## config.mk

```make
export PLATFORM = sky130hd
export DESIGN_NAME = booth2_final_adder
export DESIGN_NICKNAME = d
export VERILOG_FILES = /design/src/rtl/booth2_final_adder.sv
export SDC_FILE = /design/constraint.sdc
export NUM_CORES = 1
export LEC_CHECK = 0
export CORE_MARGIN = 2
export CORE_UTILIZATION = 30
export CTS_BUF_LIST = sky130_fd_sc_hd__clkbuf_4
export CTS_CLUSTER_SIZE = 24
export DETAILED_ROUTE_END_ITERATION = 8
export SKIP_CTS_REPAIR_TIMING = 1
export SYNTH_ARGS = -nofsm -noshare
export SYNTH_HDL_FRONTEND = slang
export SYNTH_SLANG_ARGS = --single-unit
export TNS_END_PERCENT = 1
```

## constraint.sdc

```tcl
create_clock -name sys_clk -period 2.65 [get_ports sys_clk]
set_input_delay 0.3975 -clock sys_clk [delete_from_list [all_inputs] [get_ports sys_clk]]
set_output_delay 0.3975 -clock sys_clk [all_outputs]
set_load 0.01 [all_outputs]
```

## src/rtl/booth2_final_adder.sv

```systemverilog
// booth2_final_adder: final carry-propagate adder of the 16x16 Booth-2/Wallace
// multiplier. It adds the two redundant partial products in two pipelined
// halves: the low LO_W bits first, then the upper bits plus the carry. Both
// sides use a valid/ready handshake, and a sideband tag travels with each
// operation.
module booth2_final_adder #(
    parameter int PP_W  = 31,
    parameter int LO_W  = 16,
    parameter int TAG_W = 4
) (
    input  logic              sys_clk,
    input  logic              sys_rst,
    input  logic              in_valid,
    output logic              in_ready,
    input  logic [PP_W-1:0]   in_pp1,
    input  logic [PP_W-1:0]   in_pp2,
    input  logic [TAG_W-1:0]  in_tag,
    output logic              out_valid,
    input  logic              out_ready,
    output logic [2*LO_W-1:0] out_product,
    output logic [TAG_W-1:0]  out_tag
);

    localparam int HI_W  = PP_W - LO_W;
    localparam int OUT_W = 2 * LO_W;

    // Stage 1: low-half sum and carry, upper operand slices, tag
    logic              s1_valid_q, s1_valid_d;
    logic [LO_W-1:0]   s1_lo_q,    s1_lo_d;
    logic              s1_c_q,     s1_c_d;
    logic [HI_W-1:0]   s1_hi1_q,   s1_hi1_d;
    logic [HI_W-1:0]   s1_hi2_q,   s1_hi2_d;
    logic [TAG_W-1:0]  s1_tag_q,   s1_tag_d;

    // Stage 2: complete PP_W-bit sum and tag
    logic              s2_valid_q, s2_valid_d;
    logic [PP_W-1:0]   s2_sum_q,   s2_sum_d;
    logic [TAG_W-1:0]  s2_tag_q,   s2_tag_d;

    logic              adv1_s;
    logic              adv2_s;
    logic [LO_W:0]     lo_sum_s;
    logic [HI_W-1:0]   hi_sum_s;

    // Flow control, both partial sums, and the next state of each stage
    always_comb begin
        adv2_s   = ~s2_valid_q | out_ready;
        adv1_s   = ~s1_valid_q | adv2_s;

        lo_sum_s = {1'b0, in_pp1[LO_W-1:0]} + {1'b0, in_pp2[LO_W-1:0]};
        // The carry out of the top bit is dropped by the HI_W-bit width
        hi_sum_s = s1_hi1_q + s1_hi2_q + HI_W'(s1_c_q);

        s1_valid_d = s1_valid_q;
        s1_lo_d    = s1_lo_q;
        s1_c_d     = s1_c_q;
        s1_hi1_d   = s1_hi1_q;
        s1_hi2_d   = s1_hi2_q;
        s1_tag_d   = s1_tag_q;
        s2_valid_d = s2_valid_q;
        s2_sum_d   = s2_sum_q;
        s2_tag_d   = s2_tag_q;

        if (adv1_s) begin
            s1_valid_d = in_valid & in_ready;
            s1_lo_d    = lo_sum_s[LO_W-1:0];
            s1_c_d     = lo_sum_s[LO_W];
            s1_hi1_d   = in_pp1[PP_W-1:LO_W];
            s1_hi2_d   = in_pp2[PP_W-1:LO_W];
            s1_tag_d   = in_tag;
        end else begin
            s1_valid_d = s1_valid_q;
        end

        if (adv2_s) begin
            s2_valid_d = s1_valid_q;
            if (s1_valid_q) begin
                s2_sum_d = {hi_sum_s, s1_lo_q};
                s2_tag_d = s1_tag_q;
            end else begin
                s2_sum_d = s2_sum_q;
                s2_tag_d = s2_tag_q;
            end
        end else begin
            s2_valid_d = s2_valid_q;
        end
    end

    // Valid bits and output registers; reset clears the pipeline and zeroes the outputs
    always_ff @(posedge sys_clk) begin
        if (sys_rst) begin
            s1_valid_q <= 1'b0;
            s2_valid_q <= 1'b0;
            s2_sum_q   <= {PP_W{1'b0}};
            s2_tag_q   <= {TAG_W{1'b0}};
        end else begin
            s1_valid_q <= s1_valid_d;
            s2_valid_q <= s2_valid_d;
            s2_sum_q   <= s2_sum_d;
            s2_tag_q   <= s2_tag_d;
        end
    end

    // Stage-1 data registers; contents are don't-care while s1_valid_q is low
    always_ff @(posedge sys_clk) begin
        s1_lo_q  <= s1_lo_d;
        s1_c_q   <= s1_c_d;
        s1_hi1_q <= s1_hi1_d;
        s1_hi2_q <= s1_hi2_d;
        s1_tag_q <= s1_tag_d;
    end

    // in_ready is held high in reset, but reset still refuses the transfer
    assign in_ready    = adv1_s | sys_rst;
    assign out_valid   = s2_valid_q & ~sys_rst;
    assign out_product = OUT_W'($signed(s2_sum_q));
    assign out_tag     = s2_tag_q;

endmodule

```

# Word level (Yosys, flattened, before mapping)
# Index checks and enable logic that the tools add are counted.
[word_totals]
regBits = 88
input_bits = 70
output_inout_bits = 38
wordCells = 21
[op_classes]
addsub = 3
n_bitwise = 8
n_reduce_logical = 1
[ops]
columns = ["operator", "count"]
rows = [
  ["adder 16 x 16 -> 17 bit", 1],
  ["adder 15 x 1 -> 15 bit", 1],
  ["adder 15 bit", 1],
  ["inverter 1 bit", 3],
  ["bitwise OR 1 bit", 3],
  ["AND 1 bit", 2],
  ["AND reduction 2 bit", 1],
]

# Logic depth before layout (Yosys ltp)
# Gate-level depths: netlist of run 1.
[logic_depth]
ltp_word = 5
ltp_mapped = 9
mapped_depth_nobuf = 9

# Worst setup path after synthesis of run 1
# OpenSTA, ideal clock, no wires.
[synth_timing]
path_kind = "input to output"
startpoint = "input port out_ready"
endpoint = "output port in_ready"
arrival_ns = 2.206
required_ns = 2.253
slack_ns = 0.047
cell_stages = 3
n_path_buf = 0
path_cell_list = "nor2b_1 > nand2_1 > or2_2"
[synth_via]
elab_chain_len = 3
[synth_rtl]
columns = ["item", "line", "text"]
rows = [
  ["from (decl)", "19", "input logic out_ready,"],
  ["bitwise OR 1 bit", "47", "adv2_s = ~s2_valid_q | out_ready;"],
  ["bitwise OR 1 bit", "48", "adv1_s = ~s1_valid_q | adv2_s;"],
  ["via adv1_s", "40", "logic adv1_s;"],
  ["bitwise OR 1 bit", "114", "assign in_ready = adv1_s | sys_rst;"],
  ["to (decl)", "14", "output logic in_ready,"],
]
# The timed path passes the listed nets, and every way through them passes these cells.

# Worst setup path in the final report of run 1
[layout_timing]
startpoint = "input port in_pp1[0]"
endpoint = "register s1_lo_q[14], data pin"
[layout_via]
elab_chain_len = 1
[layout_rtl]
columns = ["item", "line", "text"]
rows = [
  ["from (decl)", "15", "input logic [PP_W-1:0] in_pp1,"],
  ["adder 16 x 16 -> 17 bit", "50", "lo_sum_s = {1'b0, in_pp1[LO_W-1:0]} + {1'b0, in_pp2[LO_W-1:0]};"],
  ["via lo_sum_s[14]", "42", "logic [LO_W:0] lo_sum_s;"],
  ["to (signal assigned)", "106", "s1_lo_q <= s1_lo_d;"],
  ["to (decl)", "29", "logic [LO_W-1:0] s1_lo_q, s1_lo_d;"],
]
# The timed path passes the listed nets, and every way through them passes these cells.
# A chain may end at the register's enable or synchronous reset.

==> run summary, run 1 <==
cells after synthesis = 414
share of post-route cells with drive strength above 1 = 8.08%
GRT Total Usage = 12.9%
largest net degree at the start of global routing = 52
CTS tree = yes
Fin. Hold Viols = 0
commonest cells after routing, fill and taps aside = 106 x clkdlybuf4s50_1, 60 x nand2_1, 51 x a21oi_1, 51 x edfxtp_1, 37 x dfxtp_1
Worst Hold Class = in -> reg
Startpoint Class = input pin
Syn. warnings = 0
synthesized area per cell = 10.5 µm²
reg2reg setup slack = 210 ps
worst hold path endpoint = s2_valid_q$_SDFFE_PP0N_
drt wl/cell = 13.9 µm
gpl congestion = 0.846
Critical Path Sink Type = register
Routed Antenna Nets = 0
Root Driver = clkbuf_4
worst flop-to-flop path endpoint = s2_sum_q[30]$_SDFFE_PP0P_
Least-Margin Pin Slew = 651 ps
Sequential Area = 2270 µm²
Clock Skew = 11.0 ps
drt via density = 4.80
Post-Synth XOR/XNOR Area = 3.22%
Die W = 124 µm
Mapped Area = 4350 µm²
multi-input combinational cell area = 1960 µm²
max_slew headroom = 56.6%
H-tree levels = 3
CTS buffer count = 9
number of synthesized register bits = 88
PwrDens = 562 nW/µm²
first-pass GRT wire length = 16300 µm
post-synthesis mux area share = 0.460%
Synthesized Nets = 516
Sink Count = 88
synthesis-to-layout area growth = 35.4%
# diodes = 0
Rows = 44
Clock Latency Late Sink = 430 ps
status = finished, final reports clean
final setup fails = 0
Static Leak = 2.24 nW
Synth Flop Type = edfxtp_1
Post-Synth Simple-Gate Area = 13.6%
HP Start = sys_rst
DRT Wirelength = 9980 µm
Post-Synth Adder-Cell Area = 9.72%
WP data arrival = 2660 ps
Critical Path RT = 2850 ps
DIE AREA = 15500 µm²
Synth cell types = 52
GRT Residual Overflow = 0
Final min period = 2460 ps
Post-synth EDFFs = 51
Clock Pin Slew Worst Setup and Hold Paths = 130 ps
vias in the first global route = 3422
# fillers = 1390
Period Utilization, post-route = 92.7%
WHS = 364 ps
largest family of logic cells by synthesized area = compound AO/OA/AOI/OAI gates
post-synth top area cell = edfxtp_1
Reg2Reg Depth = 9
register area share after synthesis = 52.2%
WHS Path Cells = 2
Nets = 629
RSZ-0062 raised after global routing = false
Core Area = 14400 µm²
CP Max Fanout = 3
Final Max Slew Viols = 0
DR DRC count = 0
Peak supply drop = 0.200 mV
IO Port Bufs = 107
FMAX = 407 MHz
starting DRC count in detailed routing = 181
Ports = 108
WS Path Type = in -> reg
Critical R2R Launch = s1_c_q$_DFFE_PP_
via count = 3439
Max Cap Violations = 0
Die Height = 124 µm
drt first pass iters = 4
initial antenna violation count = 0
async set or reset register ratio after synthesis = 0%
post-layout util = 41.0%
post-DP HPWL = 7360 µm
most common library cell in the layout ignoring fill and taps = clkdlybuf4s50_1
CTS max path bufs = 2
compound-cell area share of the yosys netlist = 17.9%
initial core utilization = 30.3%
area share of the largest cell type after synthesis = 35.2%
Synth area leaders = edfxtp_1 35%, dfxtp_1 17%, ha_1 8.3%
synthesized netlist by cell type (all sizes together), types with 3 or more instances:
library cell / n
xor2: 4
nor3: 9
a21oi: 51
and3: 3
nand4: 5
nand2: 61
dfxtp: 37
nand3b: 7
edfxtp: 51
inv: 8
a211oi: 4
clkbuf: 15
nor2b: 4
fa: 3
o21a: 8
nor2: 21
o211ai: 7
buf: 7
a21o: 10
xnor2: 12
ha: 29
nor3b: 3
nand3: 5
a211o: 3
o21ai: 18
critical path, stage by stage:
cell and delay, ps:
clkdlybuf4s50_1 400, ha_1 240, fa_1 430, a211oi_1 250, o21bai_1 150, o22a_4 250
a221oi_4 310, o21ai_2 100, xnor2_1 120
worst max path at each step:
| stage | startpoint | to | slack [ps] | cells after the start |
|---|---|---|---|---|
| 2_1_floorplan | out_ready | in_ready | 50 | 3 |
| 3_3_place_gp | in_pp1[0] | s1_lo_q[14]$_DFFE_PP_ | -240 | 9 |
| 3_5_place_dp | in_pp1[0] | s1_lo_q[14]$_DFFE_PP_ | -280 | 9 |
| 4_1_cts | s1_c_q$_DFFE_PP_ | s2_sum_q[28]$_SDFFE_PP0P_ | 140 | 9 |
| 5_1_grt | s1_c_q$_DFFE_PP_ | s2_sum_q[28]$_SDFFE_PP0P_ | 30 | 9 |
| 6_report | in_pp1[0] | s1_lo_q[14]$_DFFE_PP_ | 190 | 9 |
sequential cells by signal (all words and copies together), names as in the netlist:
name        flops
s1_valid_q      1
s1_c_q          1
s2_sum_q       31
out_tag         4
s2_valid_q      1
s1_lo_q        16
s1_tag_q        4
s1_hi1_q       15
s1_hi2_q       15
per-layer routing:
metal	share of wire (%)	track usage [%]
met3	4.7	3.09
met4	1.5	4.16
met5	0	0
met2	49	23.0
met1	45	15.3
cell type report:
class                           instances  share of cell area (%)
Inverter                                8                   0.510
Timing Repair Buffer                  124                    20.5
Multi-Input combinational cell        296                    33.3
Clock buffer                            9                    1.15
Clock inverter                          7                    2.12
Sequential cell                        88                    38.6
Tap cell                              184                    3.91
logic make-up (layout without fill, tap and decap cells):
kind of cell	count (synthesis)	in the layout
AOI/OAI and AO/OA	119	119
adders and majority gates	32	32
buffers and inverters	30	148
muxes	2	2
DFF	88	88
xor gates and xnor gates	16	16
and+or+nand+nor	127	127
report_power, final:
| group | switching [mW] | internal [mW] | total (mW) |
|---|---|---|---|
| sequential | 0.0509 | 1.58 | 1.63 |
| clock | 0.469 | 0.488 | 0.957 |
| combinational | 0.340 | 0.380 | 0.720 |
| total | 0.860 | 2.45 | 3.31 |
stage by stage:
step	instances	setup slack [ps]	total power [mW]	area [µm²]	setup TNS, ps
finish	716	193	3.31	5890	0
detailed placement	698	-284	2.38	5690	-993
floorplan	414	46.8	2.07	4350	0
global route	716	29.9	3.50	5890	0
global placement	698	-239	2.36	5690	-732
CTS	714	140	3.35	5880	0
(Power assumes the default switching activity.)
==> inputs of run 2 (changes only) <==
--- a/config.mk
+++ b/config.mk
@@ -10,6 +10,8 @@
 export CTS_BUF_LIST = sky130_fd_sc_hd__clkbuf_4
 export CTS_CLUSTER_SIZE = 24
 export DETAILED_ROUTE_END_ITERATION = 8
+export MAX_ROUTING_LAYER = met4
+export PLACE_DENSITY_LB_ADDON = 0.1
 export SKIP_CTS_REPAIR_TIMING = 1
 export SYNTH_ARGS = -nofsm -noshare
 export SYNTH_HDL_FRONTEND = slang
==> constraint.sdc (replaced) <==
create_clock -name sys_clk -period 2.8 [get_ports sys_clk]
set_input_delay 0.42 -clock sys_clk [delete_from_list [all_inputs] [get_ports sys_clk]]
set_output_delay 0.42 -clock sys_clk [all_outputs]
set_load 0.01 [all_outputs]
==> run 2 against run 1 <==
Register-to-register slack better by 80 ps. Largest cell class unchanged. First-iteration DRC count unchanged. Critical path type is now reg -> reg. Highest routed layer unchanged. Die area is the same. Cell count fell by 0.56%. Sequential cell count unchanged. Clock-buffer cell count did not move. Critical endpoint is now s2_sum_q[28]$_SDFFE_PP0P_. Worst setup slack improved by 99 ps.
==> run summary, run 2 (synthesis gave the netlist of run 1 again) <==
final setup fails = 0 (unchanged)
# fillers = 1441 (was 1390)
initial core utilization = 30.3% (unchanged)
Worst Hold Class = in -> reg (unchanged)
share of post-route cells with drive strength above 1 = 7.21% (was 8.08%)
Top reg by flops = s2_sum_q (unchanged)
CTS tree = yes (unchanged)
FMAX = 399 MHz
total power draw = 2.85 mW (was 3.31 mW)
most common library cell in the layout ignoring fill and taps = clkdlybuf4s50_1 (unchanged)
WP data arrival = 2900 ps (was 2660 ps)
gpl congestion = 0.798 (was 0.846)
placed insts = 695 (was 698)
multi-input combinational cell area = 1960 µm² (unchanged)
H-tree levels = 3 (unchanged)
Die Height = 124 µm (unchanged)
Sequential Area = 2270 µm² (unchanged)
vias in the first global route = 3480 (was 3422)
Static Leak = 2.17 nW (was 2.24 nW)
drt via density = 4.78 (was 4.80)
WHS = 324 ps (was 364 ps)
CP Max Fanout = 4 (was 3)
post-layout util = 40.2% (was 41.0%)
Least-Margin Pin Slew = 661 ps (was 651 ps)
GRT Total Usage = 13.6% (was 12.9%)
PwrDens = 493 nW/µm² (was 562 nW/µm²)
Peak supply drop = 0.157 mV (was 0.200 mV)
post-DP HPWL = 7470 µm (was 7360 µm)
via count = 3400 (was 3439)
Core Area = 14400 µm² (unchanged)
Rows = 44 (unchanged)
drt wl/cell = 14.0 µm (was 13.9 µm)
GRT Residual Overflow = 0 (unchanged)
Critical Path Sink Type = register (unchanged)
biggest regs = s2_sum_q: 31 flops, s1_lo_q: 16 flops (unchanged)
first-pass GRT wire length = 16500 µm (was 16300 µm)
share of total power in sequential cells = 54.2% (was 49.3%)
Startpoint Class = register (was input pin)
Clk network pwr share = 22.5% (was 28.9%)
Clock Pin Slew Worst Setup and Hold Paths = 140 ps (was 130 ps)
Int Pwr = 2.03 mW (was 2.45 mW)
Die W = 124 µm (unchanged)
IO Port Bufs = 107 (unchanged)
Crit-path slowest cell = fa_1 (unchanged)
Clock Latency Late Sink = 440 ps (was 430 ps)
Final Max Slew Viols = 0 (unchanged)
Root Driver = clkbuf_4 (unchanged)
crit-path leading delay family = compound AO/OA/AOI/OAI gates (unchanged)
critical path buffer and inverter count = 1 (unchanged)
status = finished, final reports clean (unchanged)
Fin. Hold Viols = 0 (unchanged)
Routed Antenna Nets = 0 (unchanged)
Largest stage delay, worst path = 480 ps (was 430 ps)
critical path cell sequence = fa_1 -> inv_1 -> fa_1 -> and2b_1 -> o31a_1 -> o21ai_2 -> o31ai_1 -> nor4b_1 -> a211o_1 (was clkdlybuf4s50_1 -> ha_1 -> fa_1 -> a211oi_1 -> o21bai_1 -> o22a_4 -> a221oi_4 -> o21ai_2 -> xnor2_1)
critical path's most frequent cell = fa_1
Max Cap Violations = 0 (unchanged)
Layout Cells excl Fill = 712 (was 716)
drt first pass iters = 4 (unchanged)
Period Utilization, post-route = 89.6%
Sink Count = 88 (unchanged)
starting DRC count in detailed routing = 181 (unchanged)
max_slew headroom = 55.9% (was 56.6%)
Clock Skew = 10.1 ps (was 11.0 ps)
CTS buffer count = 9 (unchanged)
synthesis-to-layout area growth = 32.7% (was 35.4%)
Ports = 108 (unchanged)
DR DRC count = 0 (unchanged)
switching share of power = 28.6% (was 26.0%)
RSZ-0062 raised after global routing = false (unchanged)
largest net degree at the start of global routing = 52 (unchanged)
Nets = 624 (was 629)
Comb power frac = 23.3% (was 21.8%)
Psw = 0.815 mW (was 0.860 mW)
number of cells on the critical path = 9 (unchanged)
WS Path Type = reg -> reg (was in -> reg)
Final min period = 2510 ps
commonest cells after routing, fill and taps aside = 106 x clkdlybuf4s50_1, 60 x nand2_1, 51 x a21oi_1, 51 x edfxtp_1, 37 x dfxtp_1 (unchanged)
max reg flops = 31 (unchanged)
Critical Path RT = 3190 ps (was 2850 ps)
DRT Wirelength = 9950 µm (was 9980 µm)
CTS max path bufs = 2 (unchanged)
Reg2Reg Depth = 9 (unchanged)
initial antenna violation count = 1 (was 0)
dpl ws = -139 ps (was -284 ps)
WHS Path Cells = 2 (unchanged)
DIE AREA = 15500 µm² (unchanged)
final setup margin = 292 ps (was 193 ps)
[run 2: final cells by class]
class | count | area share (%)
sequential | 88 | 39.4
multi-input combinational | 296 | 34.0
inverter | 8 | 0.520
antenna | 1 | 0.0433
clock buffer | 9 | 1.17
clock inverter | 7 | 0.910
tap | 184 | 3.99
timing repair buffer | 119 | 20.0
[run 2: stage by stage]
step           instance area [µm²]  setup TNS [ps]
2_1_floorplan                 4350               0
3_3_place_gp                  5650            -161
3_5_place_dp                  5650            -331
4_1_cts                       5770               0
5_1_grt                       5770               0
6_report                      5770               0
[run 2: final timing paths]
check | from | endpoint | slack [ps]
setup / recovery | s1_c_q$_DFFE_PP_ | s2_sum_q[28]$_SDFFE_PP0P_ | 290
hold / removal | sys_rst | out_tag[0]$_SDFFE_PP0P_ | 320
setup reg to reg | s1_c_q$_DFFE_PP_ | s2_sum_q[28]$_SDFFE_PP0P_ | 290
hold reg to reg | s2_sum_q[7]$_SDFFE_PP0P_ | s2_sum_q[7]$_SDFFE_PP0P_ | 470
[run 2: worst register-to-register path: stages (launching register included)]
cell and delay, ps:
edfxtp_1 430, fa_1 480, inv_1 90, fa_1 180, and2b_1 210, o31a_1 310, o21ai_2 230, o31ai_1 120
nor4b_1 290, a211o_1 140
[run 2: power by group through the flow]
stage	registers [mW]	clock network [mW]	logic (mW)
3_3_place_gp	1.57	0	0.659
5_1_grt	1.56	0.728	0.739
3_5_place_dp	1.57	0	0.668
4_1_cts	1.55	0.684	0.671
2_1_floorplan	1.58	0	0.374
6_report	1.54	0.641	0.665
[run 2: metal layers]
layer / wire [µm] / vias up / track usage (%)
met5: 0 / - / -
met4: 131 / 0 / 4.76
met3: 440 / 11 / 2.84
met2: 5040 / 78 / 23.9
met1: 4340 / 1585 / 15.4
li1: - / 1726 / -
==> inputs of run 3 (changes only) <==
--- a/config.mk
+++ b/config.mk
@@ -11,8 +11,8 @@
 export CTS_CLUSTER_SIZE = 24
 export DETAILED_ROUTE_END_ITERATION = 8
 export MAX_ROUTING_LAYER = met4
-export PLACE_DENSITY_LB_ADDON = 0.1
 export SKIP_CTS_REPAIR_TIMING = 1
+export SLEW_MARGIN = 15
 export SYNTH_ARGS = -nofsm -noshare
 export SYNTH_HDL_FRONTEND = slang
 export SYNTH_SLANG_ARGS = --single-unit
==> constraint.sdc (replaced) <==
create_clock -name sys_clk -period 3.1 [get_ports sys_clk]
set_input_delay 0.465 -clock sys_clk [delete_from_list [all_inputs] [get_ports sys_clk]]
set_output_delay 0.465 -clock sys_clk [all_outputs]
set_load 0.01 [all_outputs]
==> run 3 against run 2 <==
Sequential power is 9% lower. Non-clock buffer count is 8 lower. Worst setup slack better by 230 ps. Clock-buffer cell count stayed put. Combinational power is 12% lower. Critical path depth stayed put. Clock skew is 2.2 ps higher. Cell count is 1.3% lower. Via count is 0.53% higher. Critical path type is now in -> reg.
==> run summary, run 3 (synthesis gave the netlist of run 1 again) <==
Period Utilization, post-route = 83.0%
worst flop-to-flop path endpoint = s2_sum_q[28]$_SDFFE_PP0P_ (unchanged)
CTS max path bufs = 2 (unchanged)
# diodes = 0 (was 1)
Die Height = 124 µm (unchanged)
Die W = 124 µm (unchanged)
Reg2Reg Depth = 9 (unchanged)
CP Max Fanout = 3 (was 4)
Clock Pin Slew Worst Setup and Hold Paths = 150 ps (was 140 ps)
initial antenna violation count = 0 (was 1)
commonest cells after routing, fill and taps aside = 106 x clkdlybuf4s50_1, 60 x nand2_1, 51 x a21oi_1, 51 x edfxtp_1, 37 x dfxtp_1 (unchanged)
Sink Count = 88 (unchanged)
largest net degree at the start of global routing = 52 (unchanged)
share of post-route cells with drive strength above 1 = 5.78% (was 7.21%)
first-pass GRT wire length = 16300 µm (was 16500 µm)
Setup TNS Final = 0 ps (unchanged)
drt wl/cell = 14.2 µm (was 14.0 µm)
gpl congestion = 0.825 (was 0.798)
reg2reg setup slack = 640 ps (was 290 ps)
initial core utilization = 30.3% (unchanged)
PwrDens = 463 nW/µm² (was 493 nW/µm²)
WHS = 411 ps (was 324 ps)
Rows = 44 (unchanged)
Routed Antenna Nets = 0 (unchanged)
synthesis-to-layout area growth = 31.9% (was 32.7%)
WP data arrival = 2780 ps (was 2900 ps)
vias in the first global route = 3412 (was 3480)
GRT Residual Overflow = 0 (unchanged)
multi-input combinational cell area = 1960 µm² (unchanged)
share of total power in sequential cells = 52.5% (was 54.2%)
Worst Hold Class = in -> reg (unchanged)
switching share of power = 28.2% (was 28.6%)
Top reg by flops = s2_sum_q (unchanged)
Core Area = 14400 µm² (unchanged)
Int Pwr = 1.91 mW (was 2.03 mW)
CTS buffer count = 9 (unchanged)
Max Cap Violations = 0 (unchanged)
most common library cell in the layout ignoring fill and taps = clkdlybuf4s50_1 (unchanged)
post-DP HPWL = 7210 µm (was 7470 µm)
via count = 3418 (was 3400)
Nets = 616 (was 624)
FMAX = 389 MHz
drt first pass iters = 4 (unchanged)
GRT Total Usage = 13.4% (was 13.6%)
Critical Path RT = 3300 ps (was 3190 ps)
total power draw = 2.66 mW (was 2.85 mW)
Clock Latency Late Sink = 440 ps (about the same)
Peak supply drop = 0.156 mV (was 0.157 mV)
starting DRC count in detailed routing = 167 (was 181)
post-layout util = 39.9% (was 40.2%)
final setup fails = 0 (unchanged)
H-tree levels = 3 (unchanged)
DR DRC count = 0 (unchanged)
Clk network pwr share = 25.4% (was 22.5%)
max_slew headroom = 55.5% (was 55.9%)
DIE AREA = 15500 µm² (unchanged)
Clock Skew = 12.3 ps (was 10.1 ps)
status = finished, final reports clean (unchanged)
Psw = 0.749 mW (was 0.815 mW)
Root Driver = clkbuf_4 (unchanged)
Final min period = 2570 ps
Fin. Hold Viols = 0 (unchanged)
DRT Wirelength = 10000 µm (was 9950 µm)
Ports = 108 (unchanged)
Sequential Area = 2270 µm² (unchanged)
Comb power frac = 22.1% (was 23.3%)
IO Port Bufs = 107 (unchanged)
biggest regs = s2_sum_q: 31 flops, s1_lo_q: 16 flops (unchanged)
# fillers = 1415 (was 1441)
max reg flops = 31 (unchanged)
WS Path Type = in -> reg (was reg -> reg)
worst setup path endpoint = s1_lo_q[14]$_DFFE_PP_ (was s2_sum_q[28]$_SDFFE_PP0P_)
Startpoint Class = input pin (was register)
Static Leak = 2.14 nW (was 2.17 nW)
Critical R2R Launch = s1_c_q$_DFFE_PP_ (unchanged)
drt via density = 4.86 (was 4.78)
Final Max Slew Viols = 0 (unchanged)
CTS tree = yes (unchanged)
dpl ws = 49.8 ps (was -139 ps)
Worst Setup SP = in_pp1[0] (was s1_c_q$_DFFE_PP_)
Critical Path Sink Type = register (unchanged)
RSZ-0062 raised after global routing = false (unchanged)
Least-Margin Pin Slew = 665 ps (was 661 ps)
final setup margin = 526 ps (was 292 ps)
## run 3: cell types whose count changed in the layout (fill, tap and decap cells not counted)
cell,before,now
diode_2,1,0
inv_6,2,1
inv_4,2,0
buf_4,12,4
clkinvlp_4,3,1
bufinv_16,0,1
clkinv_4,0,4
## run 3: layer usage
layer | part of all wire [%] | vias up | GRT usage (%)
met5 | 0 | - | -
met1 | 46 | 1607 | 16.0
met4 | 1.5 | 0 | 4.30
met3 | 4.5 | 15 | 3.31
met2 | 48 | 85 | 22.2
li1 | - | 1711 | -
## run 3: cell type report
type,count,share of cell area (%)
tap,184,4.01
clock buffer,9,1.18
timing repair buffer,111,19.1
clock inverter,7,1.42
sequential,88,39.6
inverter,8,0.523
multi-input combinational,296,34.2
## run 3: worst min path at each step
stage	slack, ps	to	cells after the start	startpoint
after CTS	380	s2_valid_q$_SDFFE_PP0N_	2	sys_rst
after global placement	450	s2_sum_q[1]$_SDFFE_PP0P_	2	s2_sum_q[1]$_SDFFE_PP0P_
after detailed placement	450	s2_sum_q[2]$_SDFFE_PP0P_	2	s2_sum_q[2]$_SDFFE_PP0P_
after floorplan	470	out_tag[0]$_SDFFE_PP0P_	2	s1_tag_q[0]$_DFFE_PP_
final	410	s2_valid_q$_SDFFE_PP0N_	2	sys_rst
after global routing	390	s1_valid_q$_SDFFE_PP0P_	2	sys_rst
## run 3: worst max-delay path, stage by stage
cell	delay, ps
clkdlybuf4s50_1	400
ha_1	250
fa_1	430
a211oi_1	260
o21bai_1	150
o22a_4	260
a221oi_4	340
o21ai_2	100
xnor2_1	120
## run 3: metrics by stage
step | std cells | instance area [µm²]
detailed placement | 687 | 5590
global route | 703 | 5740
floorplan | 414 | 4350
finish | 703 | 5740
CTS | 703 | 5740
global placement | 687 | 5590
## run 3: power by group through the flow
stage / clock network (mW) / logic, mW / registers, mW
3_5_place_dp: 0 / 0.587 / 1.42
6_report: 0.676 / 0.588 / 1.40
5_1_grt: 0.750 / 0.650 / 1.41
4_1_cts: 0.706 / 0.591 / 1.40
3_3_place_gp: 0 / 0.577 / 1.42
2_1_floorplan: 0 / 0.338 / 1.43
==> patch 1: new RTL, config.mk and constraints of run 2 <==
Change the parameter `TAG_W` from 4 to 3.
--- a/src/rtl/booth2_final_adder.sv
+++ b/src/rtl/booth2_final_adder.sv
@@ -8,3 +8,3 @@
     parameter int LO_W  = 16,
-    parameter int TAG_W = 4
+    parameter int TAG_W = 3
 ) (
Ports: changed (resized in_tag and out_tag); port bits go from 108 to 106. No check against the original RTL was run, so the function may have changed too.
==> patch 1 against run 2 <==
- wire length decreased by 2.4%
- design area fell by 2.3%
- fmax fell by 2.0%
- die area decreased by 3.5%
- sequential cell count down 2
- power fell by 1.5%
- count of clock-buffer cells in the layout is 1 higher
- setup slack lost 0.050 ns
- non-clock buffer count shrank 1
- final cell count shrank 2.1%
- sequential share of layout area hardly changed
- area after synthesis is 3.6% lower
- largest power group unchanged
==> patch 1: results (changes against run 2) <==
| Metric | Value |
|---|---|
| Status | `finished clean` |
| Largest net degree at the start of global routing | `32 (-38%)` |
| Vias per std cell | `4.74 (-0.64%)` |
| Area after DPL | `5500 um2 (-2.7%)` |
| Final #Nets | `612 (-1.9%)` |
| Placed instance count | `679 (-2.3%)` |
| Wire per inst | `13.9 um (-0.27%)` |
| Port buffer count | `105 (-1.9%)` |
| CP max stage delay | `0.53 ns (+0.05 ns)` |
| Vias in the first global route | `3117 (-10%)` |
| Post-synthesis sequential area ratio | `53.0% (+0.74 points)` |
| GRT Total Usage | `13.9% (+0.33 points)` |
| Leak | `2.15 nW (-0.70%)` |
| First-pass GRT wire length | `15500 um (-6.4%)` |
| Via count | `3307 (-2.7%)` |
| Pre-CTS WS | `-0.0856 ns (+0.0529 ns)` |
| Post-synth EDFFs | `50 (-2.0%)` |
| Gpl congestion | `0.819 (+2.6%)` |
| Hpwl dp | `7170 um (-4.0%)` |
| Post-synth top cells | `65 x nand2_1, 50 x edfxtp_1, 47 x a21oi_1, 36 x dfxtp_1, 29 x ha_1` |
| # fillers | `1410 (-2.2%)` |
| Clk_lat worst skew | `0.46 ns (+0.02 ns)` |
| Gate Count Post-Synth | `397 (-4.1%)` |
| Syn_nets | `498 (-3.5%)` |
| Layout area overhead | `34.4%` |
## patch 1: changes by cell type after synthesis, sizes merged, moves of 3 or more
cell / before / now
a211oi: 4 / 8
a21oi: 51 / 48
clkbuf: 15 / 10
nand2: 61 / 65
nand2b: 1 / 7
nand3: 5 / 12
nand3b: 7 / 0
nand4: 5 / 1
o21a: 8 / 0
o21ai: 18 / 14
xor2: 4 / 8
## patch 1: path summary, 6_finish.rpt
check,start,cells past startpoint,endpoint
max reg2reg,s1_c_q,9,s2_sum_q[26]
min,sys_rst,2,s1_valid_q
min reg2reg,s2_sum_q[18],2,s2_sum_q[18]
max,s1_c_q,9,s2_sum_q[26]
## patch 1: layer usage
metal	part of all wire, %	track usage, %	up-vias	wire (um)
met5	0	-	-	0
met4	1.7	5.24	0	167
met3	8.1	5.48	13	792
met2	45	21.5	94	4390
met1	45	16.5	1522	4360
li1	-	-	1678	-
## patch 1: power by group
| group | internal (W) | switching [W] |
|---|---|---|
| Combinational | 0.000339 | 0.000307 |
| Sequential | 0.00147 | 0.0000461 |
| Clock | 0.000198 | 0.000448 |
| Total | 0.00200 | 0.000801 |
## patch 1: final cells by class
cell class              count  share of cell area [%]
diodes                      1                  0.0444
flip-flops and latches     86                    39.4
repair buffers            118                    20.3
well taps                 180                    3.99
clock inverters             6                   0.821
inverters                   9                   0.599
multi-input cells         287                    33.5
clock buffers              10                    1.33
## patch 1: cell families (layout without fill, tap and decap cells)
logic type | Yosys count | after routing | synth area share (%)
and+or+nand+nor | 127 | 127 | 13.3
AOI/OAI and AO/OA | 107 | 107 | 16.7
DFF | 86 | 86 | 53.0
adders and majority gates | 32 | 32 | 10.1
buffers and inverters | 24 | 143 | 2.36
xor gates and xnor gates | 18 | 18 | 3.76
muxes | 3 | 3 | 0.835
other | 0 | 1 | 0
## patch 1: metrics by stage
stage               total power, W  hold WS (ns)
floorplan                  0.00191         0.471
global placement           0.00218         0.437
detailed placement         0.00219         0.448
CTS                        0.00284         0.293
global route               0.00299         0.285
finish                     0.00281         0.345
## patch 1: worst register-to-register path, stage by stage, from the launching register on
cell       delay [ns]
edfxtp_1         0.45
fa_1             0.53
inv_1            0.10
fa_1             0.18
nand2b_1         0.17
a21oi_2          0.10
a211oi_4         0.24
o211ai_1         0.23
a2111oi_2        0.39
a211o_1          0.14
==> patch 2: new RTL, flow settings as in run 2 <==
Without the edit above. Reset style: asynchronous (`sys_rst`), changed in one clocked block.
--- a/src/rtl/booth2_final_adder.sv
+++ b/src/rtl/booth2_final_adder.sv
@@ -89,3 +89,3 @@
     // Valid bits and output registers; reset clears the pipeline and zeroes the outputs
-    always_ff @(posedge sys_clk) begin
+    always_ff @(posedge sys_clk or posedge sys_rst) begin
         if (sys_rst) begin
Formal check against the unedited RTL: differs if sys_rst is asserted again (counterexample within 4 cycles, from zero or initial values and one cycle with sys_rst high); with sys_rst held inactive, the same outputs for 10 cycles.
==> patch 2 against run 2 <==
- setup slack got worse by 0.041 ns
- global-route usage grew 0.43 points
- highest routed layer unchanged
- hold slack gained 0.12 ns
- area after synthesis grew 2.3%
- sequential cell count unchanged
- synthesized cell count is 2.7% lower
- wire length grew 5.5%
- utilization grew 0.97 points
- design area is 3.6% higher
- power grew 25%
==> patch 2: results (changes against run 2) <==
| Metric | Value |
|---|---|
| Wire per inst | `14.6 um (+4.7%)` |
| Syn_nets | `505 (-2.1%)` |
| Critical hold path startpoint | `s1_lo_q[3]` |
| Critical Path End | `s1_lo_q[10]` |
| Pint | `0.00247 W (+22%)` |
| Peak VDD IR | `0.202 mV (+29%)` |
| Vias per std cell | `4.79 (+0.21%)` |
| Comb pwr share | `31.0% (+7.7 points)` |
| Post-synthesis sequential area ratio | `55.2% (+3.0 points)` |
| Met1 WL | `4490 um (+3.6%)` |
| Largest cells by area after synthesis | `edfxtp_1 34%, dfrtp_1 21%, ha_1 8.2%` |
| Hold WC Path Type | `register to register` |
| CP max stage delay | `0.45 ns (-0.03 ns)` |
| Hold WS | `0.444 ns (+0.120 ns)` |
| Met3 WL | `463 um (+5.2%)` |
| Clk_lat worst skew | `0.46 ns (+0.02 ns)` |
| Hold EP | `s2_sum_q[3]` |
| Post-synth top cells | `83 x nand2_1, 51 x edfxtp_1, 37 x dfrtp_1, 29 x ha_1, 28 x nor2_1` |
| Grt met1 use | `16.0% (+0.56 points)` |
| # fillers | `1442 (+0.069%)` |
| Ant. Diodes | `0 (-1)` |
| Status | `finished clean` |
| Ratio of cells with drive above 1 in the final layout | `8.80% (+1.6 points)` |
| GRT Total Usage | `14.0% (+0.43 points)` |
| Switching fraction of total power | `30.4% (+1.8 points)` |
| GR met2 Demand/Resource | `24.6% (+0.79 points)` |
| Placed instance count | `702 (+1.0%)` |
| Final wirelength | `10500 um (+5.5%)` |
| Final min period | `2.55 ns (+0.0413 ns)` |
| Max Clock Skew | `0.0152 ns (+0.00511 ns)` |
| Leak | `2.50 nW (+15%)` |
| Data arrival time of the worst path | `2.76 ns (-0.14 ns)` |
==> patch 2: layout make-up <==
| class | count | area (um2) | area share [%] |
|---|---|---|---|
| Clock buffer | 9 | 67.6 | 1.13 |
| Clock inverter | 7 | 72.6 | 1.21 |
| Inverter | 10 | 37.5 | 0.628 |
| Multi-Input combinational cell | 295 | 1910 | 31.9 |
| Sequential cell | 88 | 2460 | 41.1 |
| Tap cell | 184 | 230 | 3.85 |
| Timing Repair Buffer | 125 | 1210 | 20.2 |
==> patch 2: logic make-up (layout without fill, tap and decap cells) <==
| logic type | count (synthesis) | after routing | share of synthesized area [%] |
|---|---|---|---|
| DFF | 88 | 88 | 55.2 |
| buffers and inverters | 20 | 151 | 1.94 |
| adders and majority gates | 32 | 32 | 9.50 |
| and+or+nand+nor | 152 | 152 | 15.3 |
| AOI/OAI and AO/OA | 96 | 96 | 15.1 |
| xor gates and xnor gates | 15 | 15 | 2.95 |
